<file path="config.mk">
export PLATFORM = sky130hd
export DESIGN_NAME = instr_encoder
export DESIGN_NICKNAME = d
export VERILOG_FILES = /design/src/rtl/instr_encoder.sv
export SDC_FILE = /design/constraint.sdc
export NUM_CORES = 1
export LEC_CHECK = 0
export CORE_MARGIN = 1.5
export CORE_UTILIZATION = 47
export DETAILED_ROUTE_END_ITERATION = 10
export PLACE_DENSITY = 0.81
export SYNTH_ARGS = -nofsm -noshare
export SYNTH_HDL_FRONTEND = slang
export SYNTH_SLANG_ARGS = --single-unit
</file>
<file path="constraint.sdc">
create_clock -name clk -period 2.55 [get_ports clk]
set_clock_uncertainty 0.2 [all_clocks]
set_input_delay 0.51 -clock clk [delete_from_list [all_inputs] [get_ports clk]]
set_output_delay 0.51 -clock clk [all_outputs]
set_load 0.02 [all_outputs]
</file>
<file path="src/rtl/instr_encoder.sv">
// ---------------------------------------------------------------------------
// instr_encoder
// Streaming RV32I instruction assembler. Packs opcode/register/funct/immediate
// request fields into a 32-bit instruction word and tags each word with its
// byte address. Covers R, I-arith (including shifts), I-load, S and B formats.
// Unencodable requests produce NOP_WORD with out_err set and bump a saturating
// error counter. One registered output stage with valid/ready handshake.
//
// Ports
//   clk        in   1       clock, rising edge
//   reset      in   1       synchronous active-high reset
//   in_valid   in   1       request fields valid
//   in_ready   out  1       encoder can accept (combinational)
//   in_opcode  in   7       opcode
//   in_rd      in   5       destination register
//   in_rs1     in   5       source register 1
//   in_rs2     in   5       source register 2
//   in_funct3  in   3       funct3
//   in_funct7  in   7       funct7 (R-type, shifts)
//   in_imm     in   32      immediate, two's complement byte value
//   out_valid  out  1       output word valid
//   out_ready  in   1       consumer accepts word
//   out_instr  out  32      encoded word (NOP_WORD on error)
//   out_addr   out  ADDR_W  byte address of out_instr
//   out_err    out  1       request was unencodable
//   err_count  out  CNT_W   saturating count of accepted erroneous requests
// ---------------------------------------------------------------------------
module instr_encoder #(
    parameter int unsigned        ADDR_W    = 32,
    parameter logic [ADDR_W-1:0]  BASE_ADDR = '0,
    parameter int unsigned        CNT_W     = 8,
    parameter logic [31:0]        NOP_WORD  = 32'h0000_0013
) (
    input  logic              clk,
    input  logic              reset,
    input  logic              in_valid,
    output logic              in_ready,
    input  logic [6:0]        in_opcode,
    input  logic [4:0]        in_rd,
    input  logic [4:0]        in_rs1,
    input  logic [4:0]        in_rs2,
    input  logic [2:0]        in_funct3,
    input  logic [6:0]        in_funct7,
    input  logic [31:0]       in_imm,
    output logic              out_valid,
    input  logic              out_ready,
    output logic [31:0]       out_instr,
    output logic [ADDR_W-1:0] out_addr,
    output logic              out_err,
    output logic [CNT_W-1:0]  err_count
);

    localparam logic [6:0] OP_R     = 7'b0110011;
    localparam logic [6:0] OP_I     = 7'b0010011;
    localparam logic [6:0] OP_L     = 7'b0000011;
    localparam logic [6:0] OP_S     = 7'b0100011;
    localparam logic [6:0] OP_B     = 7'b1100011;
    localparam logic [2:0] F3_SLL   = 3'b001;
    localparam logic [2:0] F3_SRX   = 3'b101;
    localparam logic [6:0] F7_ZERO  = 7'b0000000;
    localparam logic [6:0] F7_ALT   = 7'b0100000;
    localparam logic [ADDR_W-1:0] ADDR_STEP = ADDR_W'(4);

    logic              accept;
    logic [ADDR_W-1:0] next_addr;

    // Immediate legality flags
    logic imm12_ok;
    logic imm13_ok;
    logic shamt_ok;
    logic shift_f7_ok;

    logic [31:0] raw_word;
    logic        legal;
    logic [31:0] enc_word;

    // Handshake: the single output slot frees up when empty or being drained
    assign in_ready = !out_valid || out_ready;
    assign accept   = in_valid && in_ready;

    // Range checks on the full 32-bit immediate: upper bits must be pure sign extension
    always_comb begin
        imm12_ok    = (in_imm[31:11] == 21'h0) || (in_imm[31:11] == 21'h1F_FFFF);
        imm13_ok    = ((in_imm[31:12] == 20'h0) || (in_imm[31:12] == 20'hF_FFFF)) && !in_imm[0];
        shamt_ok    = (in_imm[31:5] == 27'h0);
        shift_f7_ok = (in_funct7 == F7_ZERO) || ((in_funct3 == F3_SRX) && (in_funct7 == F7_ALT));
    end

    // Field packing per format
    always_comb begin
        raw_word = NOP_WORD;
        legal    = 1'b0;
        unique case (in_opcode)
            OP_R: begin
                raw_word = {in_funct7, in_rs2, in_rs1, in_funct3, in_rd, in_opcode};
                legal    = 1'b1;
            end
            OP_I: begin
                if ((in_funct3 == F3_SLL) || (in_funct3 == F3_SRX)) begin
                    raw_word = {in_funct7, in_imm[4:0], in_rs1, in_funct3, in_rd, in_opcode};
                    legal    = shamt_ok && shift_f7_ok;
                end else begin
                    raw_word = {in_imm[11:0], in_rs1, in_funct3, in_rd, in_opcode};
                    legal    = imm12_ok;
                end
            end
            OP_L: begin
                raw_word = {in_imm[11:0], in_rs1, in_funct3, in_rd, in_opcode};
                legal    = imm12_ok;
            end
            OP_S: begin
                raw_word = {in_imm[11:5], in_rs2, in_rs1, in_funct3, in_imm[4:0], in_opcode};
                legal    = imm12_ok;
            end
            OP_B: begin
                raw_word = {in_imm[12], in_imm[10:5], in_rs2, in_rs1, in_funct3,
                            in_imm[4:1], in_imm[11], in_opcode};
                legal    = imm13_ok;
            end
            default: begin
                raw_word = NOP_WORD;
                legal    = 1'b0;
            end
        endcase
        enc_word = legal ? raw_word : NOP_WORD;
    end

    // Output stage, address tagging and error counter
    always_ff @(posedge clk) begin
        if (reset) begin
            out_valid <= 1'b0;
            out_instr <= 32'h0;
            out_addr  <= BASE_ADDR;
            out_err   <= 1'b0;
            err_count <= '0;
            next_addr <= BASE_ADDR;
        end else if (accept) begin
            out_valid <= 1'b1;
            out_instr <= enc_word;
            out_addr  <= next_addr;
            out_err   <= !legal;
            next_addr <= next_addr + ADDR_STEP;
            if (!legal && (err_count != {CNT_W{1'b1}})) begin
                err_count <= err_count + CNT_W'(1);
            end
        end else if (out_ready) begin
            // Drained with nothing new: data fields keep their last value
            out_valid <= 1'b0;
        end
    end

endmodule

</file>
==> flow_metrics.tcl <==
set metrics [dict create \
    min_period_ps 2530 \
    fin_area_mm2 0.00668 \
    reg2reg_setup_slack_ps 370 \
    die_area_mm2 0.0103 \
    grt_pass1_wl_mm 20.7 \
    synth-edff-count 0 \
    finalSetupViolCount 0 \
    fillers 722 \
    grt_usage 0.253 \
    dr.pass1.iters 5 \
    cp_slowest_cell "clkdlybuf4s50_1" \
    avgSynthCellArea_um2 8.14 \
    synth.yosys.seq_area_share 0.450 \
    area_growth_pct 47.0 \
    drv_slew 0 \
    cp_num_cells 7 \
    num_vias 4723 \
    cp.arrival_ps 2610 \
    dieHeight_um 101 \
    wl_mm 13.2 \
    initial_core_util 0.489 \
    async_flop_share 0 \
    grt_max_degree 65 \
    drt_iter0_drc 225 \
    status "complete, no violations" \
    synth-seq-cells 102 \
    cts_tree "built" \
    post-route-util 0.719 \
    synth_compound_area_frac 0.139 \
    drc 0 \
    ys.flop_type "dfxtp_1" \
    clock_latency_ps 370 \
    start_kind "input pin" \
    core_mm2 0.00928 \
    ys_top_cells_by_area "dfxtp_1 45%, nand2_1 9.3%, a21oi_1 5.7%, nor2_1 4.3%, xor2_1 3.3%" \
    critPathKind "in2reg" \
    antenna_found_initial 0 \
    worstMarginPinSlew_ps 960 \
    ys_top_cells_by_count "112 x nand2_1, 102 x dfxtp_1, 52 x a21oi_1, 52 x nor2_1" \
    endpoint "err_count[6]" \
    post_drt_wl_per_cell_um 15.3 \
    end_kind "flop" \
    period_share 0.990 \
    synth_top_area_frac 0.450 \
    clk_pin_slew_worst_paths_ps 110 \
    cp_top_family "simple AND/OR/NAND/NOR gates" \
    io_pins 143 \
    syn_area_mm2 0.00454 \
    die_w_um 101 \
    drtAntennaViolNets 0 \
    path_cells "clkdlybuf4s50_1 -> nor2b_1 -> and4b_2 -> o31a_4 -> buf_4 -> or4_4 -> a221oi_2" \
    portBuffers 140 \
    power.density_mw_per_mm2 446 \
    first_global_vias 4384 \
    hp-class "reg2reg" \
    antenna_cells 0 \
    htreeDepth 3 \
    finalPower_w 0.00298 \
    cts_made_buffers 9 \
    globalplace.congestion 0.861 \
    crit_start "in_opcode[4]" \
    dpl_cell_area_mm2 0.00633 \
    leakagePower_nw 2.50 \
    num-nets-final 801 \
    num_rows 35 \
    synth_fa_ha_area_frac 0.00551 \
    fmax_mhz 396 \
    synth_cell_types 50 \
    overflow 0 \
    critPathMaxStageDelay_ps 530 \
    fin_ws_ps 24.9 \
    synth_mux_area_frac 0.0212 \
    cap_violations 0 \
    synthSimpleGateAreaFrac 0.291 \
    drive_gt1_frac 0.125 \
    finalHoldViolations 0 \
    cts-root-buf "clkbuf_8" \
    ys_warn_count 0 \
    regToRegEndpoint "next_addr[29]" \
    yosys.area.top_type "dfxtp_1" \
    critPathRequiredTime_ps 2630 \
    critPathBufInv 2 \
    syn_inst 558 \
    synth_top_family_by_area "simple AND/OR/NAND/NOR gates" \
    viasPerCell 5.46 \
    rr_worst_depth 7 \
    cts-hold-fix-buffers 0 \
    r2r-start "next_addr[5]" \
    dp_slack_ps -414 \
    cts.sinks 102 \
    path_max_fanout 5 \
    clockBufferDepth 2 \
    relSlewSlack 0.358 \
    ir_drop_uv 271 \
    synth_xor_area_frac 0.0521 \
    post-dp-hpwl_mm 9.48 \
    synth.most_common_cell "nand2_1" \
]
sequential cells by signal, summed over array words and instances (netlist names):
register / count
err_count: 8
out_err: 1
next_addr: 30
out_instr: 32
out_valid: 1
out_addr: 30
report_power, final:
part           total, W  internal (W)  switching [W]
Clock          0.000997      0.000379       0.000618
Combinational  0.000363      0.000180       0.000182
Sequential      0.00162       0.00161      0.0000143
Total           0.00298       0.00217       0.000814
worst min path at each step:
stage / start / endpoint / cells past startpoint
global route: out_instr[31] / out_instr[31] / 2
CTS: out_instr[6] / out_instr[6] / 2
floorplan: next_addr[31] / out_addr[31] / 2
detailed placement: out_instr[15] / out_instr[15] / 2
finish: out_instr[15] / out_instr[15] / 2
global placement: out_instr[9] / out_instr[9] / 2
cell families (layout without fill, tap and decap cells):
logic type	count (synthesis)	count (layout)
and+or+nand+nor	272	272
other	1	2
muxes	9	9
xor gates and xnor gates	27	27
DFF	102	102
adders and majority gates	2	2
AOI/OAI and AO/OA	100	101
buffers and inverters	45	221
cell type report:
class	instances	area (um2)	area share
timing repair buffer	192	1820	0.273
multi-input combinational	413	2410	0.361
tap	129	161	0.0242
clock buffer	9	124	0.0185
clock inverter	7	67.6	0.0101
sequential	102	2040	0.306
inverter	13	48.8	0.00731
what timing repair did:
action | in CTS | in global routing
hold endpoints to repair | 0 | 0
endpoints found under the setup margin | 3 | 35
resized for setup | 2 | 35
setup buffers | 1 | 2
gates cloned | 0 | 2
pin swaps | 2 | 11
worst min-delay path, delay by kind of cell, from the launching register on:
kind	cells	cell delay [ps]
AO/OA/AOI/OAI	1	50
flip-flops	1	320
AND/OR/NAND/NOR	1	50
cells in the final DEF, fill, tap and decap left out, types with 3 or more instances in the layout:
| master | instances |
|---|---|
| a21oi_1 | 51 |
| a22o_1 | 6 |
| a22oi_1 | 6 |
| and3_1 | 10 |
| and4_1 | 6 |
| buf_4 | 52 |
| clkbuf_8 | 9 |
| clkdlybuf4s50_1 | 124 |
| dfxtp_1 | 102 |
| dlymetal6s2s_1 | 15 |
| inv_1 | 13 |
| mux2_1 | 5 |
| mux2i_1 | 4 |
| nand2_1 | 111 |
| nand3_1 | 19 |
| nand4_1 | 18 |
| nor2_1 | 51 |
| nor2b_1 | 7 |
| nor3_1 | 8 |
| nor3b_1 | 5 |
| nor4_1 | 12 |
| nor4_2 | 5 |
| o211ai_1 | 9 |
| o21ai_0 | 9 |
| o21ai_1 | 6 |
| or3_1 | 3 |
| xnor2_1 | 10 |
| xor2_1 | 17 |
metrics by stage:
stage	setup TNS, ps	hold WS [ps]	instances
2_1_floorplan	0	244	559
3_3_place_gp	-9500	238	844
3_5_place_dp	-12350	244	844
4_1_cts	-0.820	261	861
5_1_grt	-3.28	275	865
6_report	0	250	865
routing by layer:
metal	GRT usage	vias up	share of wire	wire, um
li1	-	2294	-	-
met1	0.320	2244	0.44	5770
met2	0.433	159	0.49	6470
met3	0.0469	26	0.050	656
met4	0.0876	0	0.026	346
met5	0	-	0	0
(Power assumes the default switching activity.)
